**src/rtl/clint.sv**
```systemverilog
// clint - core-local interruptor.
// Memory-mapped machine timer (64-bit mtime / mtimecmp) and software
// interrupt bit. It drives the mtip and msip inputs of the CSR block.
//
// Parameters:
//   BASE_ADDR  region base; only bits [31:16] take part in the decode
//   TICK_DIV   clock cycles per mtime increment (0 behaves as 1)
//
// Ports:
//   clk, rst                  system clock, synchronous active-high reset
//   req_valid/req_ready       request handshake, one outstanding access
//   req_we, req_addr,
//   req_wdata, req_wstrb      request fields, sampled on acceptance
//   rsp_valid, rsp_rdata,
//   rsp_err                   one-cycle response, the cycle after acceptance
//   mtip                      registered (mtime >= mtimecmp)
//   msip                      stored software interrupt bit
//
// Build option:
//   CLINT_MTIME_WR_EN         when defined, mtime low/high are writable;
//                             otherwise writes to them return rsp_err.

module clint #(
  parameter logic [31:0] BASE_ADDR = 32'h0200_0000,
  parameter int unsigned TICK_DIV  = 1
) (
  input  logic        clk,
  input  logic        rst,
  input  logic        req_valid,
  output logic        req_ready,
  input  logic        req_we,
  input  logic [31:0] req_addr,
  input  logic [31:0] req_wdata,
  input  logic [3:0]  req_wstrb,
  output logic        rsp_valid,
  output logic [31:0] rsp_rdata,
  output logic        rsp_err,
  output logic        mtip,
  output logic        msip
);

  localparam logic [15:0] PRESC_LAST = (TICK_DIV == 0) ? 16'd0 : 16'(TICK_DIV - 32'd1);

  typedef enum logic [2:0] {
    SEL_NONE,
    SEL_MSIP,
    SEL_CMP_LO,
    SEL_CMP_HI,
    SEL_TIME_LO,
    SEL_TIME_HI
  } sel_e;

  logic [63:0] mtime_q, mtime_d;
  logic [63:0] mtimecmp_q, mtimecmp_d;
  logic [15:0] presc_q, presc_d;
  logic        msip_q, msip_d;
  logic        mtip_q;
  logic        rsp_valid_q;
  logic [31:0] rsp_rdata_q, rdata_d;
  logic        rsp_err_q, err_d;
  logic        accept, tick;
  sel_e        sel;

  function automatic logic [31:0] merge(input logic [31:0] old, input logic [31:0] wd,
                                        input logic [3:0] strb);
    logic [31:0] res;
    for (int b = 0; b < 4; b++)
      res[8*b +: 8] = strb[b] ? wd[8*b +: 8] : old[8*b +: 8];
    return res;
  endfunction

  always_comb begin
    sel = SEL_NONE;
    if (req_addr[31:16] == BASE_ADDR[31:16] && req_addr[1:0] == 2'b00) begin
      case (req_addr[15:0])
        16'h0000: sel = SEL_MSIP;
        16'h4000: sel = SEL_CMP_LO;
        16'h4004: sel = SEL_CMP_HI;
        16'hBFF8: sel = SEL_TIME_LO;
        16'hBFFC: sel = SEL_TIME_HI;
        default:  sel = SEL_NONE;
      endcase
    end
  end

  always_comb begin
    accept     = req_valid && !rsp_valid_q;
    tick       = (presc_q == PRESC_LAST);
    presc_d    = tick ? 16'd0 : presc_q + 16'd1;
    mtime_d    = mtime_q + {63'd0, tick};
    mtimecmp_d = mtimecmp_q;
    msip_d     = msip_q;
    rdata_d    = 32'd0;
    err_d      = 1'b0;

    if (accept) begin
      if (sel == SEL_NONE) begin
        err_d = 1'b1;
      end else if (req_we) begin
        case (sel)
          SEL_MSIP:   msip_d = req_wstrb[0] ? req_wdata[0] : msip_q;
          SEL_CMP_LO: mtimecmp_d[31:0]  = merge(mtimecmp_q[31:0], req_wdata, req_wstrb);
          SEL_CMP_HI: mtimecmp_d[63:32] = merge(mtimecmp_q[63:32], req_wdata, req_wstrb);
`ifdef CLINT_MTIME_WR_EN
          // A half write overrides a same-cycle increment: the other half
          // keeps its current value and no carry crosses between halves.
          SEL_TIME_LO: mtime_d = {mtime_q[63:32], merge(mtime_q[31:0], req_wdata, req_wstrb)};
          SEL_TIME_HI: mtime_d = {merge(mtime_q[63:32], req_wdata, req_wstrb), mtime_q[31:0]};
`else
          SEL_TIME_LO, SEL_TIME_HI: err_d = 1'b1;
`endif
          default: ;
        endcase
      end else begin
        // Reads return the value as it stands at the end of this cycle.
        case (sel)
          SEL_MSIP:    rdata_d = {31'd0, msip_d};
          SEL_CMP_LO:  rdata_d = mtimecmp_d[31:0];
          SEL_CMP_HI:  rdata_d = mtimecmp_d[63:32];
          SEL_TIME_LO: rdata_d = mtime_d[31:0];
          SEL_TIME_HI: rdata_d = mtime_d[63:32];
          default:     rdata_d = 32'd0;
        endcase
      end
    end
  end

  always_ff @(posedge clk) begin
    if (rst) begin
      mtime_q     <= 64'd0;
      mtimecmp_q  <= '1;
      presc_q     <= 16'd0;
      msip_q      <= 1'b0;
      mtip_q      <= 1'b0;
      rsp_valid_q <= 1'b0;
      rsp_rdata_q <= 32'd0;
      rsp_err_q   <= 1'b0;
    end else begin
      mtime_q     <= mtime_d;
      mtimecmp_q  <= mtimecmp_d;
      presc_q     <= presc_d;
      msip_q      <= msip_d;
      mtip_q      <= (mtime_d >= mtimecmp_d);
      rsp_valid_q <= accept;
      rsp_rdata_q <= rdata_d;
      rsp_err_q   <= err_d;
    end
  end

  assign req_ready = !rsp_valid_q;
  assign rsp_valid = rsp_valid_q;
  assign rsp_rdata = rsp_rdata_q;
  assign rsp_err   = rsp_err_q;
  assign mtip      = mtip_q;
  assign msip      = msip_q;

endmodule
```
**config.mk**
```make
export PLATFORM = sky130hd
export DESIGN_NAME = clint
export DESIGN_NICKNAME = d
export VERILOG_FILES = /design/src/rtl/clint.sv
export SDC_FILE = /design/constraint.sdc
export NUM_CORES = 1
export LEC_CHECK = 0
export ABC_AREA = 1
export CAP_MARGIN = 15
export CORE_MARGIN = 3
export CORE_UTILIZATION = 46
export DETAILED_ROUTE_END_ITERATION = 16
export PLACE_DENSITY = 0.71
export SLEW_MARGIN = 0
export SYNTH_ARGS = -nofsm -noshare
export SYNTH_HDL_FRONTEND = slang
export SYNTH_SLANG_ARGS = --single-unit
```
**constraint.sdc**
```tcl
create_clock -name clk -period 4.6 [get_ports clk]
set_input_delay 0.46 -clock clk [delete_from_list [all_inputs] [get_ports clk]]
set_output_delay 0.46 -clock clk [all_outputs]
set_load 0.005 [all_outputs]
```
== Word-level counts from Yosys, hierarchy flattened ==
Index checks and enable logic that the tools add are counted.
Cells by class
  equal/unequal tests: 10
  add/subtract/negate cells: 2
  magnitude comparators: 1
  mux-type cells: 19
  bitwise logic cells: 2
  reductions and logical operators: 12
Operators by type and width (number)
  two-way mux 64 bit: 3
  one-hot mux 32 bit (5 select lines): 1
  adder 64 x 1 -> 64 bit: 1
  >= comparator 64 bit: 1
  two-way mux 32 bit: 2
  two-way mux 8 bit: 8
  == test 16 x 15 -> 1 bit (second input constant): 2
  == test 16 bit (second input constant): 2
  zero test 16 bit: 2
  adder 16 x 1 -> 16 bit (second input constant): 1
  == test 16 x 10 -> 1 bit (second input constant): 1
  one-hot mux 3 bit (5 select lines): 1
  == test 3 x 2 -> 1 bit (second input constant): 2
  == test 3 bit (second input constant): 2
  OR reduction 2 bit: 3
  AND reduction 5 bit: 1
  OR reduction 4 bit: 1
  == test 3 x 1 -> 1 bit (second input constant): 1
  zero test 3 bit: 1
  two-way mux 1 bit: 3
  two-way mux 3 bit: 1
  logical AND 1 bit: 2
  zero test 2 bit: 1
  inverter 1 bit: 2
  zero test 1 bit: 1
Storage, ports and cells
  input port bits: 72
  register bits: 180

== Depth between registers and ports, before layout ==
  depth in word-level cells: 9
  gate-level depth with buffers: 27
  mapped depth without buffers: 27

== Worst setup path before layout ==
OpenSTA, ideal clock, no wires.
  kind: reg2reg
  start: register presc_q[5]
  end: register mtip_q (netlist: mtip)
  period minus slack after synthesis: 3287 ps
  path buffers: 0
  path slack: 1313 ps
  library setup time: 57 ps
  required time: 4543 ps
  arrival: 3230 ps
  cell stages (with the launch flop): 26
  cells stage by stage: dfxtp_1 nor4_1 nand4_1 nor2_1 ha_1 ha_1 nand3_1 nor2_1 nand2_1 nor2_1 nand2_1 nor2_1 nand2_1 nand2_1 inv_1 ha_1 nand2_1 nor2_1 nand4_1 inv_1 nand2_1 nor2_1 nand4_1 nand3_1 nand2_1 inv_1
Between the ends
  cells in the longest elaborated chain, start to end: 3
RTL lines
  start, declared: line 55  | logic [15:0] presc_q, presc_d;
  start signal, assigned: line 141  | presc_q <= presc_d;
  zero test 16 bit: line 88  | tick = (presc_q == PRESC_LAST);
  adder 64 x 1 -> 64 bit: line 90  | mtime_d = mtime_q + {63'd0, tick};
  net mtime_d[62]: line 53  | logic [63:0] mtime_q, mtime_d;
  >= comparator 64 bit: line 143  | mtip_q <= (mtime_d >= mtimecmp_d);
  end signal, assigned: line 143
  end, declared: line 57  | logic mtip_q;
The timed path passes the listed nets, and every way through them passes these cells.
A chain may end at the register's enable or synchronous reset.

== Worst setup path in the final report ==
Ends and elaborated chain as after synthesis.

==> out/results.ini <==
[routing]
viasPerCell=5.37
wl_per_cell_um=17.3
first_iter_violations=1410
dr.pass1.iters=5
wl_mm=42.4
vias=13185
ant_nets=0
drc=0

[sta]
rsz0062_at_grt=false
setup_tns_ns=0
worst_slack_ns=0.346
fin_skew_ns=0.0135
period_minus_slack_ns=4.25
final_hold_viol_count=0
max_clock_freq_mhz=235
worstMarginPinSlew_ns=1.15
setup_viol=0
slew_viol_final=0
relSlewSlack_pct=22.6
fin_crit_sh_pct=92.5

[cells_and_area]
diodes=0
fin_nets=2252
mostFrequentLayoutCell=nand2_1
layout-drive-gt1-share_pct=4.52
area_growth_pct=17.9
final_cell_mix=nand2_1 (632), nor2_1 (346), inv_1 (242)

[run]
drv_cap=0

[setup_path]
critPathLaunchType=flop
path_class=reg2reg
critPathRequiredTime_ns=4.94
cp-end-kind=flop
critPathLaunch=presc_q[5]$_SDFF_PP0_
worst_path_max_delay_cell=dfxtp_1
rr_startpoint=presc_q[5]$_SDFF_PP0_
cp_slowest_stage_delay_ns=0.35
worstPathMaxFanout=6
path_cells=nor4_1 > nand4_1 > nor2_1 > ha_2 > nand3_1 > inv_1 > nand2_1 > nor2_1 > inv_1 > nor2_1 > nand4_1 > nand2_1 > inv_1 > ha_1 > a21oi_1 > o21ai_0 > a21oi_1 > nand2_1 > nor2_1 > nand3_1 > nand2_1 > inv_1
arrival_ns=4.60
path_delay_family=simple AND/OR/NAND/NOR gates
crit_buf_inv=4

[yosys]
syn_area_um2=12100
synth_top_area_cell=dfxtp_1
ys_seq_area_share_pct=29.9
ys_ff_latch=180
synth_area_per_cell_um2=5.99
synthXorXnorAreaFrac_pct=2.25
syn-num-nets=2151
synth-compound-area-share_pct=4.91
yosys.area_share.simple_pct=45.5
synth_top_area_share_pct=29.9
synth_top_family_by_area=simple AND/OR/NAND/NOR gates
yosys-top-cells-area=dfxtp_1 (30%), nand2_1 (20%), nor2_1 (11%)
synthAdderAreaFrac_pct=7.06
yosysUniqueCellTypes=35
synth_mux_area_share_pct=0.415
synthCells=2011
ys_warn_count=0

[place]
gp_congestion=1.02
preCtsSetupSlack_ns=0.286
port_buffers=108
dp_hpwl_mm=33.3

[clocking]
cts_max_level=4
cts_tree=built
post-cts-setup-buffer-count=0
root_buffer=clkbuf_16
cts_buffers=17
cts_max_path_buffers=2
clock_sinks=180
clk_pin_slew_worst_paths_ns=0.09
clk_latency_ns=0.45

[pwr]
cellPowerDensity_nw_per_um2=241
ir_drop_v=0.000224
intPower_mw=2.49
p_leak_nw=6.91
clkPwrFrac_pct=45.3
p_sw_mw=0.934
switching_share_pct=27.2
pwr-share-comb_pct=8.3
seqPwrFrac_pct=46.3
total_power_mw=3.43

[die]
die_h_um=168
core_area_um2=25500
rows=58
start_util_pct=47.3
die_w_um=168
die_area_um2=28200
io_pins=109

[grt]
grt_usage_pct=29.8
antenna_found_initial=0
grt_pass1_vias=12313
grt_max_degree=67
overflow=0
grt_pass1_wl_mm=66.6

[outcome]
status=complete, no violations

[hold_path]
min-delay-start=rst
min_path_type=in2reg

## synthesized netlist by cell type
library cell  instances
nand2_1             632
nor2_1              349
inv_1               244
dfxtp_1             180
nand3_1             167
nand4_1              78
ha_1                 68
a21oi_1              50
o21ai_0              45
clkbuf_1             42
nor3_1               30
xor2_1               30
and2_1               15
buf_2                12
inv_2                 8
nand3b_1              8
buf_1                 7
o21bai_1              6
mux2i_1               5
nor3b_1               5
or2_2                 5
a21boi_0              4
nor2_2                3
nor4_1                3
o21a_1                3
buf_4                 2
nand3_2               2
a31oi_1               1
nand2b_1              1
nand4_2               1
nor3_4                1
nor4b_1               1
o211ai_1              1
o21ai_1               1
xnor2_1               1
## layer usage
| layer | vias to the layer above | track usage, % | part of all wire, % |
|---|---|---|---|
| met5 | - | 0 | 0 |
| met4 | 0 | 12.5 | 4.6 |
| met3 | 108 | 4.34 | 7.5 |
| met2 | 565 | 47.0 | 44 |
| met1 | 5954 | 40.8 | 44 |
| li1 | 6558 | - | - |
## power by group through the flow
stage	logic [mW]	registers, mW	clock network, mW
after floorplan	0.151	1.62	0
after global placement	0.273	1.63	0
after detailed placement	0.279	1.63	0
after CTS	0.281	1.59	1.57
after global routing	0.315	1.59	1.64
final	0.285	1.59	1.55
## cell families (layout without fill, tap and decap cells)
logic type | Yosys count | in the layout
multiplexers | 5 | 5
flip-flops | 180 | 180
AO/OA/AOI/OAI | 111 | 111
adder cells (fa/ha/maj) | 68 | 68
buffers and inverters | 315 | 429
XOR/XNOR | 31 | 31
AND/OR/NAND/NOR | 1301 | 1301
## metrics by stage
stage                     util (%)  std cells  hold WS [ns]  area, um^2
after floorplan                  -       2011         0.441       12100
after global placement        53.3       2423         0.461       13600
after detailed placement      53.3       2423         0.470       13600
after CTS                     55.7       2455         0.460       14200
after global routing          55.8       2455         0.491       14200
final                         55.8       2455         0.477       14200
## state kept, by name (all words and copies together) (netlist names)
| register | count |
|---|---|
| mtimecmp_q | 64 |
| rsp_valid | 1 |
| presc_q | 16 |
| mtime_q | 64 |
| rsp_err | 1 |
| mtip | 1 |
| msip | 1 |
| rsp_rdata | 32 |
## final timing paths
| kind | to | slack, ns | cells after the start |
|---|---|---|---|
| hold reg to reg | presc_q[0]$_SDFF_PP0_ | 0.49 | 1 |
| setup reg to reg | mtip$_SDFF_PP0_ | 0.35 | 22 |
| setup / recovery | mtip$_SDFF_PP0_ | 0.35 | 22 |
| hold / removal | mtimecmp_q[3]$_SDFF_PP1_ | 0.48 | 3 |
## worst reg2reg max path: cells and delay by family, from the launching register on
| family | cells | cell delay (ns) |
|---|---|---|
| AO/OA/AOI/OAI | 3 | 0.51 |
| flip-flops | 1 | 0.35 |
| buffers and inverters | 4 | 0.39 |
| AND/OR/NAND/NOR | 13 | 2.30 |
| adder cells (fa/ha/maj) | 2 | 0.60 |
## area by class of cell
cell class | count | area [um^2]
inverter | 252 | 946
tap | 330 | 413
clock buffer | 18 | 439
clock inverter | 14 | 176
multi-input combinational | 1516 | 7270
timing repair buffer | 145 | 1370
fill | 2541 | 11300
sequential | 180 | 3600
## timing repair
action,4_1_cts,5_1_grt
hold buffers,0,0
gates resized for setup,0,4
setup endpoints to repair,0,1
Note: power is estimated with default switching activity, not from simulation.
